==> src/rtl/fetch_unit_pkg.sv <==
// fetch_unit_pkg
// Shared definitions for the fetch sequencer: run/halt state encoding and
// the PCRegSelect encodings used by the decoder to pick a PC save register.
package fetch_unit_pkg;

    typedef enum logic [1:0] {
        IDLE = 2'd0,
        RUN  = 2'd1,
        HALT = 2'd2
    } fetch_state_t;

    localparam logic [1:0] kPCNone = 2'b00;
    localparam logic [1:0] kPCReg1 = 2'b01;
    localparam logic [1:0] kPCReg2 = 2'b10;
    localparam logic [1:0] kPCReg3 = 2'b11;

endpackage

==> src/rtl/fetch_unit_pc_save_regs.sv <==
// pc_save_regs
// Three-entry PC save register file, one write port, one combinational read
// port, both indexed by the decoder's PCRegSelect. Selector 00 addresses no
// entry: writes to it are dropped and reads return 0.
// Ports:
//   i_clk    clock
//   i_rst_n  synchronous active-low reset, clears all entries
//   i_clr    synchronous clear of all entries (restart from HALT)
//   i_we     write enable
//   i_wsel   write select (01/10/11)
//   i_wdata  write data
//   i_rsel   read select (01/10/11)
//   o_rdata  combinational read data
module pc_save_regs
    import fetch_unit_pkg::*;
#(
    parameter int PC_WIDTH = 10
) (
    input  logic                i_clk,
    input  logic                i_rst_n,
    input  logic                i_clr,
    input  logic                i_we,
    input  logic [1:0]          i_wsel,
    input  logic [PC_WIDTH-1:0] i_wdata,
    input  logic [1:0]          i_rsel,
    output logic [PC_WIDTH-1:0] o_rdata
);

    logic [PC_WIDTH-1:0] r_reg1;
    logic [PC_WIDTH-1:0] r_reg2;
    logic [PC_WIDTH-1:0] r_reg3;

    always_ff @(posedge i_clk) begin
        if (!i_rst_n || i_clr) begin
            r_reg1 <= '0;
            r_reg2 <= '0;
            r_reg3 <= '0;
        end else if (i_we) begin
            case (i_wsel)
                kPCReg1: r_reg1 <= i_wdata;
                kPCReg2: r_reg2 <= i_wdata;
                kPCReg3: r_reg3 <= i_wdata;
                default: ;
            endcase
        end
    end

    always_comb begin
        o_rdata = '0;
        case (i_rsel)
            kPCReg1: o_rdata = r_reg1;
            kPCReg2: o_rdata = r_reg2;
            kPCReg3: o_rdata = r_reg3;
            default: o_rdata = '0;
        endcase
    end

endmodule

==> src/rtl/fetch_unit.sv <==
// fetch_unit
// Program counter and fetch sequencer. Holds the PC, three PC save registers
// and a run/halt FSM; sequences, branches or halts from decoder strobes.
// Optional feature macro: BRANCH_CTR_EN adds a saturating 16-bit count of
// taken jumps on output BranchCount.
// Ports:
//   Clk, Reset (sync, active-low), Start, Stall
//   JumpEqual, JumpNotEqual, OffsetEn, PCRegSelect[1:0], Ack, Equal (decoder/ALU)
//   ProgCtr[PC_WIDTH-1:0] registered fetch address, Running, Done
//   BranchCount[15:0] (BRANCH_CTR_EN only)
//
// state | meaning
// IDLE  | out of reset, waiting for Start
// RUN   | fetching/executing, PC advances each unstalled cycle
// HALT  | Ack seen, PC holds the Ack address, waiting for Start
module fetch_unit
    import fetch_unit_pkg::*;
#(
    parameter int PC_WIDTH    = 10,
    parameter int SAVE_OFFSET = 2
) (
    input  logic                Clk,
    input  logic                Reset,
    input  logic                Start,
    input  logic                Stall,
    input  logic                JumpEqual,
    input  logic                JumpNotEqual,
    input  logic                OffsetEn,
    input  logic [1:0]          PCRegSelect,
    input  logic                Ack,
    input  logic                Equal,
`ifdef BRANCH_CTR_EN
    output logic [15:0]         BranchCount,
`endif
    output logic [PC_WIDTH-1:0] ProgCtr,
    output logic                Running,
    output logic                Done
);

    fetch_state_t        r_state;
    fetch_state_t        w_state_nxt;
    logic [PC_WIDTH-1:0] r_pc;
    logic [PC_WIDTH-1:0] w_pc_nxt;
    logic [PC_WIDTH-1:0] w_save_data;
    logic [PC_WIDTH-1:0] w_jump_target;
    logic                w_sel_valid;
    logic                w_jump_taken;
    logic                w_save;
    logic                w_we;
    logic                w_restart;
    logic                w_branch;

    assign w_sel_valid  = (PCRegSelect != kPCNone);
    // Both strobes together is illegal from the decoder; resolve as unconditional.
    assign w_jump_taken = w_sel_valid &&
                          ((JumpEqual && Equal) || (JumpNotEqual && !Equal) ||
                           (JumpEqual && JumpNotEqual));
    assign w_save       = w_sel_valid && !JumpEqual && !JumpNotEqual;
    assign w_save_data  = OffsetEn ? (r_pc + PC_WIDTH'(SAVE_OFFSET)) : (r_pc + PC_WIDTH'(1));

    pc_save_regs #(
        .PC_WIDTH (PC_WIDTH)
    ) u_save_regs (
        .i_clk   (Clk),
        .i_rst_n (Reset),
        .i_clr   (w_restart),
        .i_we    (w_we),
        .i_wsel  (PCRegSelect),
        .i_wdata (w_save_data),
        .i_rsel  (PCRegSelect),
        .o_rdata (w_jump_target)
    );

    always_ff @(posedge Clk) begin
        if (!Reset) begin
            r_state <= IDLE;
            r_pc    <= '0;
        end else begin
            r_state <= w_state_nxt;
            r_pc    <= w_pc_nxt;
        end
    end

    always_comb begin
        w_state_nxt = r_state;
        w_pc_nxt    = r_pc;
        w_we        = 1'b0;
        w_restart   = 1'b0;
        w_branch    = 1'b0;
        if (!Stall) begin
            case (r_state)
                IDLE, HALT: begin
                    if (Start) begin
                        w_state_nxt = RUN;
                        w_pc_nxt    = '0;
                        w_restart   = 1'b1;
                    end
                end
                RUN: begin
                    if (Ack) begin
                        w_state_nxt = HALT;
                    end else if (w_jump_taken) begin
                        w_pc_nxt = w_jump_target;
                        w_branch = 1'b1;
                    end else begin
                        w_we     = w_save;
                        w_pc_nxt = r_pc + PC_WIDTH'(1);
                    end
                end
                default: w_state_nxt = IDLE;
            endcase
        end
    end

`ifdef BRANCH_CTR_EN
    logic [15:0] r_branch_ctr;

    always_ff @(posedge Clk) begin
        if (!Reset || w_restart) begin
            r_branch_ctr <= '0;
        end else if (w_branch && (r_branch_ctr != 16'hFFFF)) begin
            r_branch_ctr <= r_branch_ctr + 16'd1;
        end
    end

    assign BranchCount = r_branch_ctr;
`endif

    assign ProgCtr = r_pc;
    assign Running = (r_state == RUN);
    assign Done    = (r_state == HALT);

endmodule

==> config.mk <==
export PLATFORM = sky130hd
export DESIGN_NAME = fetch_unit
export DESIGN_NICKNAME = d
export VERILOG_FILES = /design/src/rtl/fetch_unit_pkg.sv /design/src/rtl/fetch_unit_pc_save_regs.sv /design/src/rtl/fetch_unit.sv
export SDC_FILE = /design/constraint.sdc
export NUM_CORES = 1
export LEC_CHECK = 0
export CAP_MARGIN = 25
export CORE_UTILIZATION = 56
export DETAILED_ROUTE_END_ITERATION = 8
export PLACE_DENSITY_LB_ADDON = 0.2
export SETUP_SLACK_MARGIN = 0.02
export SLEW_MARGIN = 20
export SYNTH_ARGS = -nofsm -noshare
export SYNTH_HDL_FRONTEND = slang
export SYNTH_SLANG_ARGS = --single-unit
==> constraint.sdc <==
create_clock -name Clk -period 2.6 [get_ports Clk]
set_clock_uncertainty 0.15 [all_clocks]
set_input_delay 0.52 -clock Clk [delete_from_list [all_inputs] [get_ports Clk]]
set_output_delay 0.52 -clock Clk [all_outputs]
set_load 0.1 [all_outputs]
; Word-level counts from Yosys, hierarchy flattened
; Index checks and enable logic that the tools add are counted.
[classes]
mux = 16
n_addsub = 2
reduce_logical = 22
n_bitwise = 1
eq_ne = 8
[ops]
columns = cell, n
row1 = 2-to-1 mux 10 bit, 4
row2 = one-hot mux 10 bit (3 select lines), 1
row3 = one-hot mux 10 bit (2 select lines), 1
row4 = adder 10 x 1 -> 10 bit (second input constant), 1
row5 = adder 10 x 2 -> 10 bit (second input constant), 1
row6 = 2-to-1 mux 1 bit, 7
row7 = equality test 2 bit (second input constant), 3
row8 = logical AND 1 bit, 6
row9 = inequality test 2 bit (second input constant), 3
row10 = AND reduction 2 bit, 3
row11 = equality test 2 x 1 -> 1 bit (second input constant), 2
row12 = logical NOT 1 bit, 4
row13 = 2-to-1 mux 2 bit, 2
row14 = one-hot mux 2 bit (2 select lines), 1
row15 = AND reduction 4 bit, 1
row16 = nonzero test 2 bit, 2
row17 = logical OR 1 bit, 3
row18 = AND reduction 3 bit, 1
row19 = logical NOT 2 bit, 1
row20 = OR reduction 2 bit, 1
row21 = NOT 1 bit, 1
[word_totals]
wordCells = 54
regBits = 42

; Logic depth before layout (Yosys ltp)
; Gate-level depths: netlist of run 1.
[depth]
ltp_word = 10
ltp_mapped = 7

; Hierarchy
; Synthesis of run 1 repeated with hierarchy kept, for this count alone.
[unflattened]
hier_cells = 263
area_unflattened_um2 = 2512.4
[modules_own_cells]
columns = mod, cells_per_inst, area_each_um2, seq_area_each_um2, n_inst
row1 = pc_save_regs, 140, 1566.5, 600.6, 1
row2 = fetch_unit, 123, 945.9, 240.2, 1

; Worst setup path after synthesis of run 1
; Ideal clock, no wire load.
[synth_timing]
path_kind = register to output
startpoint = register r_state[1]
endpoint = output port Done
stages_incl_launch_ff = 2
t_arrival_ns = 1.729
path_slack_ns = 0.201
cell_sequence = dfxtp_1 > nor2b_1
[synth_via]
elab_chain_cells = 1
[synth_lines]
columns = element, line
row1 = "start, declared", fetch_unit.sv:40  ; fetch_state_t r_state;
row2 = "start signal, assigned", fetch_unit.sv:79  ; r_state <= w_state_nxt;
row3 = equality test 2 bit, fetch_unit.sv:131  ; assign Done = (r_state == HALT);
row4 = "end, declared", fetch_unit.sv:37  ; output logic Done
; Every way passes these cells.

; Worst setup path in the final report of run 1
[layout_timing]
startpoint = input port Stall
endpoint = register r_pc[8], in the netlist ProgCtr[8]
[layout_via]
elab_chain_cells = 2
[layout_lines]
columns = element, line
row1 = "start, declared", fetch_unit.sv:25  ; input logic Stall,
row2 = NOT 1 bit (no line), --
row3 = AND reduction 4 bit (no line), --
row4 = "end signal, assigned", fetch_unit.sv:80  ; r_pc <= w_pc_nxt;
row5 = "end, declared", fetch_unit.sv:42  ; logic [PC_WIDTH-1:0] r_pc;
; Every way passes these cells.
; A chain may end at the register's enable or synchronous reset.

==> metrics.md, run 1 <==
| Metric | Value |
|---|---|
| Outcome | finished clean |
| Hold Crit Class | reg2reg |
| Static Leak | between 0.9 and 1 nW |
| Share of layout cells above drive strength 1 | 0.1835 |
| Critical Path AT | around 2400 ps |
| Syn Inst Count | between 200 and 250 |
| CP required | 2640 ps |
| Post-DR wirelength/cell | around 16 µm |
| List of most frequent post-synthesis cells | 45 x nor2_1, 42 x dfxtp_1, 20 x a211oi_1 |
| CTS Sinks | between 40 and 50 |
| Routed wire length | slightly above 5 mm |
| Critical path peak fanout | 6 |
| Setup CP Type | in2reg |
| Synthesized area | 2210 µm² |
| TritonRoute pass-1 iters | 4 |
| H-tree depth | 2 |
| Slew Limit Headroom | 0.7206 |
| Die height | about 65 µm |
| Num CTS Buffers | 5 |
| Layout Nets | 290 |
| Clk network pwr share | 0.364 |
| Maximum single-stage delay on the critical path | a little under 600 ps |
| Critical path's slowest cell | or4b_4 |
| Fill count | around 320 |
| DP HPWL | between 3 and 4 mm |
| Overall power | around 1.3 mW |
| Commonest register cell after synthesis | dfxtp_1 |
| # DRC | 0 |
| Post-synthesis register bit count | 42 |
| Routability cong. | 0.8598 |
| Vias in the first global route | 1791 |
| Yosys top cell by area | dfxtp_1 |
| Chip width | approximately 65 µm |
| Yosys warns | 0 |
| Startpoint class of the critical path | input pin |
| 1st-iter DRT viols | 165 |
| Core Region | ~3700 µm² |
| Syn nets | 260 |
| Share of Yosys cell area claimed by the top area cell type | 0.3805 |
| Via count | 1923 |
| Die ar. | approximately 4200 µm² |
| IO Count | 23 |
| CTS Buffer Depth | 2 |
| CTS tree | built |
| Combinational share of power | 0.118 |
| Int Pwr | slightly above 900 µW |
| Register area share after synthesis | 0.3805 |
| Ranking of synthesized cells by area | dfxtp_1 38%, mux2i_1 7.7%, nor2_1 7.6% |
| Initial Utilization | 0.5946 |
| Post_cts resized | 0 |
| Clk pin slew, worst setup/hold paths | roughly 90 ps |
| Clock Latency Late Sink | roughly 300 ps |
| Fmax | ~430 MHz |
| Setup Buffers After CTS | 0 |
| Vias per cell | between 5 and 6 |
| Nature of the critical path endpoint | register |
| Worst VDD drop | about 0.46 mV |
| Multi-input gate area | between 1000 and 1500 µm² |
| Cells along the critical path | clkdlybuf4s50_1 -> or4b_4 -> buf_4 -> and3_1 -> a221o_1 |
| Largest net degree at the start of global routing | 25 |
| Placement Rows | 22 |
| Syn Area/Cell | approximately 8.9 µm² |
| EDFF count, synth | 0 |
| Number of hold violations in the final report | 0 |
| Distinct cells, synth | 42 |
| FF/Latch Area | approximately 840 µm² |
| Switching share of power | 0.2638 |
| Sequential share of power | 0.518 |
| First-pass GRT wire length | slightly below 9 mm |
| Final hold slack | between 300 and 400 ps |
| # setup viols final | 0 |
| Layout area overhead | 20.27% |
| Initial antenna violation count | 0 |
| Total Routing Usage GR | 0.2815 |
| Slew Limit Fails | 0 |
| Power Dens Cells | around 470 nW/µm² |
| Util after Layout | 0.7152 |
| Fin crit period | between 2000 and 2500 ps |
| Tightest Pin Transition | 414.8 ps |
| Grt ovf | 0 |
| Asr flop ratio synth | 0 |
| Final Cycle Share | 0.8910 |
| Sw Pwr | 331.1 µW |
| ANT cells | 0 |
| Max Cap Viol | 0 |
| ANT nets after route | 0 |
| Most common cell in the netlist | nor2_1 |
| Worst path bufs/invs | 2 |
| RSZ-0062 raised after global routing | no |
| # hold bufs at CTS | 0 |
| Root buffer cell | clkbuf_8 |
| PortBufs | 22 |
| Crit path max-delay family | simple AND/OR/NAND/NOR gates |
kinds of logic after synthesis:
logic type,Yosys count,share of synthesized area
buffers and inverters,19,0.04303
XOR/XNOR,11,0.04360
flip-flops,42,0.3805
multiplexers,23,0.1076
adder cells (fa/ha/maj),2,0.01132
AND/OR/NAND/NOR,82,0.1869
AO/OA/AOI/OAI,68,0.2271
worst register-to-register path, stage by stage (launching register included):
cell and delay (ps):
dfxtp_1 350, or4b_4 620, buf_4 180, and3_1 260, a221o_1 380
state kept, by name, indices dropped and copies added (netlist names):
signal	count
ProgCtr	10
u_save_regs.r_reg1	10
u_save_regs.r_reg2	10
u_save_regs.r_reg3	10
r_state	2
power by group through the flow:
stage / registers (mW) / logic [mW] / clock network (mW)
2_1_floorplan: 0.672 / 0.0772 / 0
5_1_grt: 0.651 / 0.159 / 0.494
6_report: 0.650 / 0.148 / 0.457
3_3_place_gp: 0.666 / 0.144 / 0
4_1_cts: 0.650 / 0.146 / 0.466
3_5_place_dp: 0.666 / 0.146 / 0
layer usage:
metal,global-route usage,share of wire
met4,0.1306,0.018
met5,0,0
met2,0.4375,0.48
met3,0.04401,0.043
met1,0.3789,0.46
metrics by stage:
stage | setup slack, ps | instance area [µm²] | TNS (ps) | instances
floorplan | 200.8 | 2210 | 0 | 247
global placement | 39.55 | 2562 | 0 | 318
detailed placement | -8.702 | 2562 | -8.702 | 318
CTS | 303.0 | 2658 | 0 | 326
global route | 231.6 | 2658 | 0 | 326
finish | 283.4 | 2658 | 0 | 326
cell usage in the layout (no fill, tap or decap), types with 2 or more instances in the layout:
cell type / n
nor2_1: 45
dfxtp_1: 42
buf_4: 23
a211oi_1: 20
mux2i_1: 17
nand2_1: 15
clkdlybuf4s50_1: 10
o21ai_0: 9
xnor2_1: 8
a21oi_1: 8
mux2_2: 6
clkbuf_8: 6
nor3_1: 5
o2bb2ai_1: 5
buf_12: 5
inv_1: 4
o22ai_1: 4
a22oi_1: 4
nor2b_1: 3
a211oi_2: 3
o211ai_1: 3
xor2_1: 3
a221oi_1: 3
nand4_1: 2
o2111ai_1: 2
or2_2: 2
o2bb2a_1: 2
a221o_1: 2
ha_1: 2
final timing paths:
check	end	start	cells past startpoint	slack, ps
worst max-delay path	ProgCtr[8]	Stall	5	280
worst min-delay path	u_save_regs.r_reg3[0]	u_save_regs.r_reg3[0]	2	340
worst max register to register	ProgCtr[8]	r_state[1]	4	560
worst min register to register	u_save_regs.r_reg3[0]	u_save_regs.r_reg3[0]	2	340
layout make-up:
cell class | count | area share
inverter | 4 | 0.005650
multi-input combinational | 186 | 0.4793
timing repair buffer | 38 | 0.1403
clock inverter | 1 | 0.003296
clock buffer | 7 | 0.03249
sequential | 42 | 0.3164
tap | 48 | 0.02260
Power figures use the tool's default switching activity.
==> run 2: changes to the inputs <==
Settings changed: ABC_AREA set to 1, CORE_UTILIZATION 56 to 57.
==> run 2 against run 1 <==
Maximum frequency rose by 13%. Wire length grew 12%. Setup slack better by 270 ps. Global-route usage is 1.5 points higher. Power decreased by 1.3%. Critical path type unchanged. Largest cell class unchanged.
==> metrics.md, run 2 <==
| Metric | Value |
|---|---|
| Number of hold violations in the final report | 0 |
| Post_cts resized | 0 |
| Startpoint class of the critical path | input pin |
| IO Count | 23 |
| Vias in the first global route | approximately 2100 |
| Layout Nets | 405 |
| Share of layout cells above drive strength 1 | 0.1094 |
| Critical path's slowest cell | clkdlybuf4s50_1 |
| Die ar. | 4354 µm² |
| Final Cycle Share | 0.7889 |
| Most common cell after layout, fill and taps aside | nand2_1 |
| Syn Area/Cell | between 6 and 7 µm² |
| Slew Limit Headroom | 0.6554 |
| CTS tree | built |
| Largest net degree at the start of global routing | 17 |
| Clk pin slew, worst setup/hold paths | approximately 80 ps |
| Register area share after synthesis | 0.3603 |
| Reg-to-reg endpoint | u_save_regs.r_reg1[7] |
| EDFF count, synth | 0 |
| Vias per cell | between 5 and 6 |
| Max Cap Viol | 0 |
| Initial Utilization | 0.6143 |
| Grt ovf | 0 |
| Most frequent cells in the layout | 120 x nand2_1, 42 x dfxtp_1, 40 x inv_1 |
| Multi-input gate area | approximately 1200 µm² |
| Place WS | between 200 and 250 ps |
| Final WS setup | roughly 550 ps |
| Placement Rows | 22 |
| Outcome | finished clean |
| Yosys top cell by area | dfxtp_1 |
| H-tree depth | 2 |
| ANT cells | 0 |
| Tightest Pin Transition | 516.8 ps |
| CTS Buffer Depth | 2 |
| Layout area overhead | 13.62% |
| TritonRoute pass-1 iters | 4 |
| Hold Crit Class | reg2reg |
| Root buffer cell | clkbuf_8 |
| Worst VDD drop | approximately 0.48 mV |
| FF/Latch Area | about 840 µm² |
| Yosys warns | 0 |
| CP startpoint | PCRegSelect[1] |
| Fill count | ~360 |
| Post-synthesis register bit count | 42 |
| Clock Latency Late Sink | 300 ps |
| First-pass GRT wire length | between 9 and 10 mm |
| Final hold slack | 310.2 ps |
| Nature of the critical path endpoint | register |
| ANT nets after route | 0 |
| R2R Path Start | ProgCtr[2] |
| Most common cell in the netlist | nand2_1 |
| Maximum single-stage delay on the critical path | approximately 500 ps |
| Synthesized area | around 2300 µm² |
| DP HPWL | about 4.4 mm |
| Core Region | 3799 µm² |
| Setup CP Type | in2reg |
| 1st-iter DRT viols | between 150 and 200 |
| Routed wire length | 5.756 mm |
| Slew Limit Fails | 0 |
| Post-route cell area | between 2000 and 3000 µm² |
| Total Routing Usage GR | 0.2966 |
| RSZ-0062 raised after global routing | no |
| Fin crit period | 2051 ps |
| # DRC | 0 |
| Ranking of synthesized cells by area | dfxtp_1 36%, nand2_1 19%, a21oi_1 7.9% |
| Routability cong. | ~0.94 |
| Area of placed instances | around 2600 µm² |
| Static Leak | roughly 1.1 nW |
| Crit path to | u_save_regs.r_reg1[9] |
| CP required | 2650 ps |
| Overall power | 1.239 mW |
| Cells along the critical path | clkdlybuf4s50_1 -> inv_1 -> nand2_1 -> clkinv_1 -> nand2_2 -> inv_2 -> o21ai_0 -> nor2_1 |
| Via count | between 2000 and 2500 |
| Setup Buffers After CTS | 0 |
| CTS Sinks | between 40 and 50 |
| Share of Yosys cell area claimed by the top area cell type | 0.3603 |
| Die height | between 60 and 70 µm |
| # setup viols final | 0 |
| Initial antenna violation count | 0 |
| Chip width | roughly 66 µm |
| # hold bufs at CTS | 0 |
| Reg2Reg Setup Slack | about 580 ps |
| Commonest register cell after synthesis | dfxtp_1 |
| Fmax | slightly below 500 MHz |
| Setup TNS | 0 ps |
| Syn nets | between 300 and 400 |
| Power Dens Cells | roughly 470 nW/µm² |
| Critical Path AT | 2100 ps |
| Num CTS Buffers | 5 |
| Critical path peak fanout | 13 |
| PortBufs | 22 |
| Distinct cells, synth | 27 |
| List of most frequent post-synthesis cells | 120 x nand2_1, 42 x dfxtp_1, 40 x inv_1 |
| Syn Inst Count | ~370 |
| R2R depth | 7 |
| Asr flop ratio synth | 0 |
| Post-DR wirelength/cell | roughly 13 µm |
==> run 2: changes by cell type in the layout (fill, tap and decap cells not counted), moves of 6 or more <==
| cell | previous run | this run |
|---|---|---|
| mux2_2 | 6 | 0 |
| inv_1 | 4 | 40 |
| a211oi_1 | 20 | 0 |
| nand3_1 | 1 | 28 |
| nand2_1 | 15 | 120 |
| a21oi_1 | 8 | 37 |
| o21ai_0 | 9 | 20 |
| mux2i_1 | 17 | 0 |
| nor2_1 | 45 | 34 |
==> run 2: metrics by stage <==
step	std cells	utilization
2_1_floorplan	366	-
3_3_place_gp	433	0.6736
3_5_place_dp	433	0.6736
4_1_cts	441	0.6980
5_1_grt	441	0.6980
6_report	441	0.6980
==> run 2: how the worst min path moves through the flow <==
stage / startpoint / endpoint / slack [ps] / cells past startpoint
3_3_place_gp: u_save_regs.r_reg1[1] / u_save_regs.r_reg1[1] / 300 / 2
2_1_floorplan: u_save_regs.r_reg3[1] / u_save_regs.r_reg3[1] / 280 / 2
6_report: u_save_regs.r_reg1[1] / u_save_regs.r_reg1[1] / 310 / 2
3_5_place_dp: u_save_regs.r_reg1[1] / u_save_regs.r_reg1[1] / 300 / 2
5_1_grt: u_save_regs.r_reg1[0] / u_save_regs.r_reg1[0] / 330 / 2
4_1_cts: u_save_regs.r_reg1[1] / u_save_regs.r_reg1[1] / 310 / 2
==> run 2: cells by family after synthesis <==
logic type,synth area share
adders and majority gates,0.01072
AOI/OAI and AO/OA,0.1416
DFF,0.3603
buffers and inverters,0.1115
and+or+nand+nor,0.3496
xor gates and xnor gates,0.02627
==> run 2: critical path: cells and delay by family <==
kind,cells,cell delay [ps]
AO/OA/AOI/OAI,1,160
AND/OR/NAND/NOR,3,470
buffers and inverters,4,940
==> run 2: final cells by class <==
cell class / instances / share of cell area
clock buffers: 5 / 0.02596
clock inverters: 3 / 0.008967
inverters: 48 / 0.06890
multi-input cells: 266 / 0.4648
flip-flops and latches: 42 / 0.3171
well taps: 48 / 0.02265
repair buffers: 29 / 0.09155
==> run 2: power by group <==
| part | internal (mW) | switching (mW) |
|---|---|---|
| registers | 0.647 | 0.00581 |
| clock network | 0.192 | 0.246 |
| logic | 0.0438 | 0.105 |
==> run 2: routing by layer <==
| metal | up-vias | part of all wire | GRT usage |
|---|---|---|---|
| met2 | 72 | 0.47 | 0.5038 |
| met5 | - | 0 | 0 |
| met3 | 8 | 0.069 | 0.05690 |
| li1 | 1204 | - | - |
| met4 | 0 | 0.015 | 0.09840 |
| met1 | 1055 | 0.45 | 0.3738 |
